`config.mk`:
```
export PLATFORM = sky130hd
export DESIGN_NAME = prefix_carry_pipe
export DESIGN_NICKNAME = d
export VERILOG_FILES = /design/src/rtl/prefix_pkg.sv /design/src/rtl/prefix_cell.sv /design/src/rtl/prefix_carry_pipe.sv
export SDC_FILE = /design/constraint.sdc
export NUM_CORES = 1
export LEC_CHECK = 0
export ABC_AREA = 1
export CAP_MARGIN = 5
export CORE_MARGIN = 2
export CORE_UTILIZATION = 40
export DETAILED_ROUTE_END_ITERATION = 6
export GPL_TIMING_DRIVEN = 0
export SLEW_MARGIN = 10
export SYNTH_ARGS = -nofsm -noshare
export SYNTH_HDL_FRONTEND = slang
export SYNTH_SLANG_ARGS = --single-unit
export TNS_END_PERCENT = 5
```
`constraint.sdc`:
```
create_clock -name clk -period 3.6 [get_ports clk]
set_input_delay 0.54 -clock clk [delete_from_list [all_inputs] [get_ports clk]]
set_output_delay 0.54 -clock clk [all_outputs]
set_load 0.1 [all_outputs]
```
`src/rtl/prefix_pkg.sv`:
```
// Shared constants, level-count helper and stage record for the prefix carry pipe.
// Latency: n/a (declarations only).
// Backpressure: n/a (declarations only).
package prefix_pkg;

  localparam int DEFAULT_WIDTH = 8;

  // Number of Kogge-Stone levels (and pipeline registers) for a given operand width.
  function automatic int prefix_levels(input int width);
    return $clog2(width);
  endfunction

  // Per-stage record at the default width: valid flag, group generate/propagate,
  // the untouched per-bit propagate needed for the final sum, and the carry-in.
  typedef struct packed {
    logic                     valid;
    logic [DEFAULT_WIDTH-1:0] g;
    logic [DEFAULT_WIDTH-1:0] p;
    logic [DEFAULT_WIDTH-1:0] prop_orig;
    logic                     cin;
  } stage_t;

endpackage

```
`src/rtl/prefix_cell.sv`:
```
// Kogge-Stone black cell: merges a high group (g_hi, p_hi) with a lower group (g_lo, p_lo).
// Latency: purely combinational.
// Backpressure: none; instantiated inside the registered levels of prefix_carry_pipe.
module prefix_cell (
  input  logic g_hi,
  input  logic p_hi,
  input  logic g_lo,
  input  logic p_lo,
  output logic g,
  output logic p
);

  assign g = g_hi | (p_hi & g_lo);
  assign p = p_hi & p_lo;

endmodule

```
`src/rtl/prefix_carry_pipe.sv`:
```
// Pipelined Kogge-Stone prefix network turning gen/prop/cin into sum/cout; optional ovf port under PREFIX_CARRY_PIPE_OVF_EN.
// Latency: one register per prefix level, so out_valid rises LEVELS cycles after the in_valid cycle (3 for WIDTH=8).
// Backpressure: global stall; every level holds while out_valid & ~out_ready, and in_ready drops with it.
module prefix_carry_pipe
  import prefix_pkg::*;
#(
  parameter  int WIDTH  = DEFAULT_WIDTH,
  localparam int LEVELS = prefix_levels(WIDTH)
) (
  input  logic             clk,
  input  logic             rst,
  input  logic             in_valid,
  output logic             in_ready,
  input  logic [WIDTH-1:0] gen,
  input  logic [WIDTH-1:0] prop,
  input  logic             cin,
  output logic             out_valid,
  input  logic             out_ready,
  output logic [WIDTH-1:0] sum,
`ifdef PREFIX_CARRY_PIPE_OVF_EN
  output logic             ovf,
`endif
  output logic             cout
);

  // Stage record at this instance's width (same field layout as prefix_pkg::stage_t).
  typedef struct packed {
    logic             valid;
    logic [WIDTH-1:0] g;
    logic [WIDTH-1:0] p;
    logic [WIDTH-1:0] prop_orig;
    logic             cin;
  } pipe_stage_t;

  logic             advance;
  pipe_stage_t      src [1:LEVELS];   // input side of each level
  pipe_stage_t      stg [1:LEVELS];   // level registers
  logic [WIDTH-1:0] lvl_g [1:LEVELS];
  logic [WIDTH-1:0] lvl_p [1:LEVELS];
  logic [WIDTH-1:0] carries;

  assign advance  = ~out_valid | out_ready;
  assign in_ready = advance;

  // Level 1 sees the input with cin folded into bit 0; later levels see the previous register.
  always_comb begin
    for (int k = 1; k <= LEVELS; k++) begin
      src[k] = '0;
    end
    src[1].valid     = in_valid;
    src[1].g         = gen;
    src[1].g[0]      = gen[0] | (prop[0] & cin);
    src[1].p         = prop;
    src[1].prop_orig = prop;
    src[1].cin       = cin;
    for (int k = 2; k <= LEVELS; k++) begin
      src[k] = stg[k-1];
    end
  end

  // Level k combines each bit with the bit 2^(k-1) below; the low bits pass straight through.
  for (genvar k = 1; k <= LEVELS; k++) begin : g_lvl
    localparam int D = 1 << (k - 1);
    for (genvar i = 0; i < WIDTH; i++) begin : g_bit
      if (i >= D) begin : g_cell
        prefix_cell u_cell (
          .g_hi (src[k].g[i]),
          .p_hi (src[k].p[i]),
          .g_lo (src[k].g[i-D]),
          .p_lo (src[k].p[i-D]),
          .g    (lvl_g[k][i]),
          .p    (lvl_p[k][i])
        );
      end else begin : g_pass
        assign lvl_g[k][i] = src[k].g[i];
        assign lvl_p[k][i] = src[k].p[i];
      end
    end
  end

  // All levels shift together on advance; data loads only behind a valid so bubbles stay quiet.
  always_ff @(posedge clk) begin
    if (rst) begin
      for (int k = 1; k <= LEVELS; k++) begin
        stg[k] <= '0;
      end
    end else if (advance) begin
      for (int k = 1; k <= LEVELS; k++) begin
        stg[k].valid <= src[k].valid;
        if (src[k].valid) begin
          stg[k].g         <= lvl_g[k];
          stg[k].p         <= lvl_p[k];
          stg[k].prop_orig <= src[k].prop_orig;
          stg[k].cin       <= src[k].cin;
        end
      end
    end
  end

  // Carry into bit i is the prefix generate of bits i-1..0 (cin already folded in).
  assign carries   = {stg[LEVELS].g[WIDTH-2:0], stg[LEVELS].cin};
  assign sum       = stg[LEVELS].prop_orig ^ carries;
  assign cout      = stg[LEVELS].g[WIDTH-1];
  assign out_valid = stg[LEVELS].valid;

`ifdef PREFIX_CARRY_PIPE_OVF_EN
  // Signed overflow: carry into the sign bit differs from carry out of it.
  assign ovf = carries[WIDTH-1] ^ cout;
`endif

endmodule

```
==> flow_metrics.env, run 1 <==
export IMPL_area_growth_pct=21.9
export IMPL_cellPowerDensity_mw_per_mm2=515
export IMPL_initial_core_util_pct=41.8
export IMPL_die_w_microns=85.9
export IMPL_drt_iter0_drc=42
export IMPL_die_area_sq_mm=0.00738
export IMPL_portBuffers=31
export IMPL_worstSetupEndpoint="in_ready"
export IMPL_core_area_sq_mm=0.00642
export IMPL_routed_wl_mm=3.85
export IMPL_first_pass_iters=4
export IMPL_cts_buffer_depth=2
export IMPL_cts_max_level=3
export IMPL_p_sw_share_pct=25.6
export IMPL_finalSetupViolCount=0
export IMPL_multi_input_area_sq_um=552
export IMPL_regMostFlops="stg"
export IMPL_switching_power_uw=432
export IMPL_cts_made_buffers=9
export IMPL_r2r_start="stg[0][103]$_DFFE_PP_"
export IMPL_crit_top_cell="clkdlybuf4s50_1"
export IMPL_required_ns=3.06
export IMPL_dr_total_vias=1475
export IMPL_synth_cell_types=13
export IMPL_sequentialPowerShare_pct=53.2
export IMPL_cp_end_kind="output pin"
export IMPL_fin_tns_setup_ns=0
export IMPL_die_h_microns=85.9
export IMPL_p_clk_share_pct=33.2
export IMPL_grt_max_degree=24
export IMPL_crit_buf_inv=3
export IMPL_rows=29
export IMPL_cts_resized=0
export IMPL_nets=282
export IMPL_start_kind="input pin"
export IMPL_largest_reg_flops=64
export IMPL_top_regs="stg x64"
export IMPL_crit_fanout=7
export IMPL_ff2ff_setup_slack_ns=1.87
export IMPL_max_slew_margin_pct=35.7
export IMPL_cts_tree="yes"
export IMPL_combPwrFrac_pct=13.6
export IMPL_rsz0062_at_grt="no"
export IMPL_cp_depth=4
export IMPL_n_fill_cell=596
export IMPL_clock_latency_ns=0.33
export IMPL_post_drt_wl_per_cell_microns=11.3
export IMPL_drv_cap=0
export IMPL_p_leak_uw=0.00134
export IMPL_drc=0
export IMPL_path_cells="clkdlybuf4s50_1 -> inv_1 -> nand2_4 -> clkdlybuf4s50_1"
export IMPL_drt_vias_per_instance=4.31
export IMPL_finalHoldViolations=0
export IMPL_cpPeakStageDelay_ns=1.15
export IMPL_hpwl_mm=2.77
export IMPL_timing_rr_end="stg[0][38]$_SDFFCE_PN0P_"
export IMPL_p_total_uw=1680
export IMPL_io_pins=32
export IMPL_antenna_cells=0
export IMPL_synth_seq_cells=64
export IMPL_synthesis_nets=240
export IMPL_grt_pass1_wl_mm=6.67
export IMPL_crit_slowest_cell="clkdlybuf4s50_1"
export IMPL_final_layout_size_suffix_gt1_share_pct=12.8
export IMPL_min_period_over_period_pct=79.7
export IMPL_ir_worst_vdd_uv=203
export IMPL_netlist_area_sq_mm=0.00268
export IMPL_finClkSkew_ns=0.00868
export IMPL_path_class="input pin to output pin"
export IMPL_register_area_sq_mm=0.00192
export IMPL_worstPathArrival_ns=2.33
export IMPL_ys_seq_area_share_pct=71.6
export IMPL_cts_sinks=64
export IMPL_grt_pass1_vias=1438
export IMPL_root_buffer="clkbuf_8"
export IMPL_ant_nets=0
export IMPL_critical_path_startpoint="out_ready"
export IMPL_worstRegToRegCells=3
export IMPL_post_route_min_period_ns=2.87
export IMPL_tightest_slew_ns=0.962
export IMPL_drv_slew=0
export IMPL_synthCells=219
export IMPL_post_cts_buffers=0
export IMPL_intPower_uw=1250
export IMPL_syn_area_per_cell_sq_um=12.3
export IMPL_yosysWarnings=0
export IMPL_cts_hold_buf=0
export IMPL_crit_family="buffers and inverters"
export IMPL_antenna_found_initial=0
export IMPL_place_gp_congestion=0.770
export IMPL_timing_fmax_mhz=348
export IMPL_cts_clk_slew_worst_paths_ns=0.06
export IMPL_min_path_type="register to register"
export IMPL_gr_total_overflow=0
export IMPL_status="finished, final reports clean"
export IMPL_grt_total_usage_pct=12.4
-- metal layers --
| layer | global-route usage [%] | share of wire (%) |
|---|---|---|
| met5 | 0 | 0 |
| met2 | 18.8 | 48 |
| met1 | 14.8 | 45 |
| met4 | 8.66 | 2.5 |
| met3 | 4.14 | 4.6 |
-- power groups by stage --
stage	logic (uW)	clock network (uW)	registers (uW)
after global placement	229	0	913
final	229	559	897
after CTS	231	577	898
after floorplan	155	0	918
after global routing	244	613	902
after detailed placement	231	0	914
-- final cells by class --
cell class,count,area share (%)
timing repair buffer,31,9.49
clock buffer,10,3.90
multi-input combinational,108,16.9
clock inverter,5,1.49
buffer,5,1.72
sequential,64,58.8
inverter,42,4.82
tap,77,2.95
-- cells by family (layout without fill, tap and decap cells) --
| logic type | Yosys count | count (layout) | share of synthesized area, % |
|---|---|---|---|
| buf+inv | 47 | 93 | 7.97 |
| xor+xnor | 8 | 8 | 2.61 |
| flops | 64 | 64 | 71.6 |
| compound gates | 19 | 19 | 3.54 |
| simple gates | 81 | 81 | 14.3 |
-- worst register-to-register path, cell delays in order, from the launching register on --
cell and delay, ns:
edfxtp_1 0.43, nand2_4 0.17, nand2_1 0.07, nand2_1 0.67
-- Yosys cell counts (all sizes together) --
cell | number | area [sq um]
nor2 | 59 | 251
nand3 | 3 | 52.6
o21ai | 1 | 5.00
inv | 42 | 158
a21oi | 18 | 90.1
buf | 5 | 56.3
nand2 | 19 | 78.8
xor2 | 8 | 70.1
edfxtp | 64 | 1920
-- worst min-delay path by stage --
| stage | from | to | slack, ns | depth (start not counted) |
|---|---|---|---|---|
| 5_1_grt | stg[0][61]$_SDFFCE_PN0P_ | stg[0][87]$_SDFFCE_PN0P_ | 0.56 | 2 |
| 4_1_cts | stg[0][54]$_SDFFCE_PN0P_ | stg[0][80]$_SDFFCE_PN0P_ | 0.55 | 2 |
| 3_3_place_gp | stg[0][57]$_SDFFCE_PN0P_ | stg[0][83]$_SDFFCE_PN0P_ | 0.53 | 2 |
| 6_report | stg[0][54]$_SDFFCE_PN0P_ | stg[0][80]$_SDFFCE_PN0P_ | 0.55 | 2 |
| 3_5_place_dp | stg[0][54]$_SDFFCE_PN0P_ | stg[0][80]$_SDFFCE_PN0P_ | 0.53 | 2 |
| 2_1_floorplan | stg[0][26]$_DFFE_PP_ | stg[0][52]$_DFFE_PP_ | 0.52 | 2 |
-- metrics by stage --
step / area, sq um / utilization [%] / instances / hold WS (ns) / worst slack [ns]
finish: 3270 / 50.9 / 342 / 0.547 / 0.729
CTS: 3270 / 50.9 / 342 / 0.549 / 0.717
floorplan: 2680 / - / 219 / 0.519 / 0.522
global placement: 3090 / 48.1 / 327 / 0.534 / 0.342
global route: 3270 / 50.9 / 342 / 0.560 / 0.696
detailed placement: 3090 / 48.2 / 327 / 0.532 / 0.718
-- cells in the final DEF, fill, tap and decap left out --
cell type and n:
edfxtp_1 64, clkbuf_1 1, nor2_2 9, inv_2 1
nand3_4 3, buf_6 5, nand2_1 18, clkbuf_8 9
nor2_1 49, bufinv_16 1, clkdlybuf4s50_1 31, xor2_1 8
inv_1 41, o21ai_2 1, nor2_4 1, a21oi_1 18
clkinv_2 3, clkinv_1 1, nand2_4 1
No activity file was read; power rests on OpenSTA's default activity.
==> inputs of run 2 (changes only) <==
- clock period: 3.6 -> 2.85 ns (I/O delays scaled with it)
==> run 2 against run 1 <==
Against the previous run:
- hold slack worse by 0.0032 ns
- die area stayed put
- critical path type unchanged
- critical endpoint unchanged
- first-iteration DRC count is 69% higher
- clock power is 29% higher
- critical path depth stayed put
- non-clock buffer count stayed put
- wire length is 0.75% higher
==> flow_metrics.env, run 2 (synthesized netlist as in run 1, its figures left out) <==
export IMPL_status="finished, final reports clean"
export IMPL_hpwl_mm=2.71
export IMPL_timing_rr_end="stg[0][31]$_SDFFCE_PN0P_"
export IMPL_worstHoldStart="stg[0][31]$_SDFFCE_PN0P_"
export IMPL_cts_max_level=3
export IMPL_cts_tree="yes"
export IMPL_tightest_slew_ns=0.964
export IMPL_ir_worst_vdd_uv=311
export IMPL_cts_clk_slew_worst_paths_ns=0.06
export IMPL_core_area_sq_mm=0.00642
export IMPL_nets=282
export IMPL_path_cells="clkdlybuf4s50_1 -> inv_1 -> nand2_4 -> clkdlybuf4s50_1"
export IMPL_cts_resized=0
export IMPL_cts_made_buffers=9
export IMPL_initial_core_util_pct=41.8
export IMPL_root_buffer="clkbuf_8"
export IMPL_grt_max_degree=24
export IMPL_holdPathEnd="stg[0][57]$_SDFFCE_PN0P_"
export IMPL_crit_slowest_cell="clkdlybuf4s50_1"
export IMPL_drc=0
export IMPL_portBuffers=31
export IMPL_grt_pass1_vias=1452
export IMPL_gr_total_overflow=0
export IMPL_worstPathArrival_ns=2.22
export IMPL_io_pins=32
export IMPL_final_layout_size_suffix_gt1_share_pct=12.8
export IMPL_ff2ff_setup_slack_ns=1.10
export IMPL_antenna_found_initial=0
export IMPL_p_leak_uw=0.00134
export IMPL_area_growth_pct=21.9
export IMPL_largest_reg_flops=64
export IMPL_place_gp_congestion=0.782
export IMPL_die_area_sq_mm=0.00738
export IMPL_path_class="input pin to output pin"
export IMPL_cts_sinks=64
export IMPL_p_total_uw=2140
export IMPL_min_path_type="register to register"
export IMPL_finalSetupViolCount=0
export IMPL_layout_setup_ws_ns=0.198
export IMPL_die_h_microns=85.9
export IMPL_crit_buf_inv=3
export IMPL_start_kind="input pin"
export IMPL_cellPowerDensity_mw_per_mm2=655
export IMPL_drv_cap=0
export IMPL_drt_vias_per_instance=4.20
export IMPL_post_cts_buffers=0
export IMPL_post_drt_wl_per_cell_microns=11.4
export IMPL_rsz0062_at_grt="no"
export IMPL_whs_path_depth=2
export IMPL_ant_nets=0
export IMPL_min_period_over_period_pct=93.1
export IMPL_finalHoldViolations=0
export IMPL_crit_top_cell="clkdlybuf4s50_1"
export IMPL_cts_hold_buf=0
export IMPL_max_slew_margin_pct=35.6
export IMPL_cts_buffer_depth=2
export IMPL_fin_tns_setup_ns=0
export IMPL_crit_fanout=7
export IMPL_pre_cts_slack_ns=0.199
export IMPL_die_w_microns=85.9
export IMPL_cpPeakStageDelay_ns=1.15
export IMPL_timing_fmax_mhz=377
export IMPL_drv_slew=0
export IMPL_crit_family="buffers and inverters"
export IMPL_layout_cells_most_common="edfxtp_1"
export IMPL_r2r_start="stg[0][103]$_DFFE_PP_"
export IMPL_n_fill_cell=581
export IMPL_finClkSkew_ns=0.00728
export IMPL_post_route_min_period_ns=2.65
export IMPL_antenna_cells=0
export IMPL_first_pass_iters=4
export IMPL_grt_pass1_wl_mm=6.89
export IMPL_dr_total_vias=1438
export IMPL_final_cell_mix="64 x edfxtp_1, 49 x nor2_1, 41 x inv_1"
export IMPL_top_regs="stg x64"
export IMPL_rows=29
export IMPL_clock_latency_ns=0.34
export IMPL_grt_total_usage_pct=12.8
export IMPL_regMostFlops="stg"
export IMPL_drt_iter0_drc=71
export IMPL_cp_end_kind="output pin"
export IMPL_routed_wl_mm=3.88
export IMPL_required_ns=2.42
export IMPL_worstRegToRegCells=3
[run 2: cell counts in the layout (fill, tap and decap cells not counted)]
Identical to the previous run, type by type.
[run 2: area by class of cell]
type / instances / area (sq um) / share of cell area (%)
inverter: 42 / 158 / 4.82
clock inverter: 5 / 48.8 / 1.49
timing repair buffer: 31 / 310 / 9.49
multi-input combinational: 108 / 552 / 16.9
buffer: 5 / 56.3 / 1.72
sequential: 64 / 1920 / 58.8
clock buffer: 10 / 128 / 3.90
tap: 77 / 96.3 / 2.95
[run 2: tightest hold or removal path: cells and delay by family (launching register included)]
family                 cells  cell delay, ns
flip-flops                 1            0.32
AND/OR/NAND/NOR            1            0.08
buffers and inverters      1            0.04
[run 2: worst max path at each step]
stage,startpoint,to,slack [ns],cells after the start
after floorplan,stg[0][103]$_DFFE_PP_,stg[0][100]$_SDFFCE_PN0P_,0.23,3
after global placement,out_ready,in_ready,0.21,4
after detailed placement,out_ready,in_ready,0.20,4
after CTS,out_ready,in_ready,0.20,4
after global routing,out_ready,in_ready,0.15,4
final,out_ready,in_ready,0.20,4
[run 2: metrics by stage]
step	cells	util, %	instance area (sq um)	hold WS [ns]
6_report	342	50.9	3270	0.544
5_1_grt	342	50.9	3270	0.564
4_1_cts	342	50.9	3270	0.549
3_5_place_dp	327	48.2	3090	0.531
3_3_place_gp	327	48.1	3090	0.533
2_1_floorplan	219	-	2680	0.519
[run 2: report_power, final]
| part | leakage [uW] | switching (uW) | internal (uW) |
|---|---|---|---|
| combinational | 0.000554 | 206 | 83.5 |
| clock | 0.0000933 | 331 | 391 |
| sequential | 0.000691 | 24.6 | 1110 |
[run 2: layer usage]
| layer | GRT usage [%] | wire length (microns) | up-vias |
|---|---|---|---|
| li1 | - | - | 785 |
| met1 | 15.6 | 1840 | 609 |
| met2 | 19.4 | 1750 | 33 |
| met3 | 2.98 | 136 | 11 |
| met4 | 9.96 | 152 | 0 |
| met5 | 0 | 0 | - |
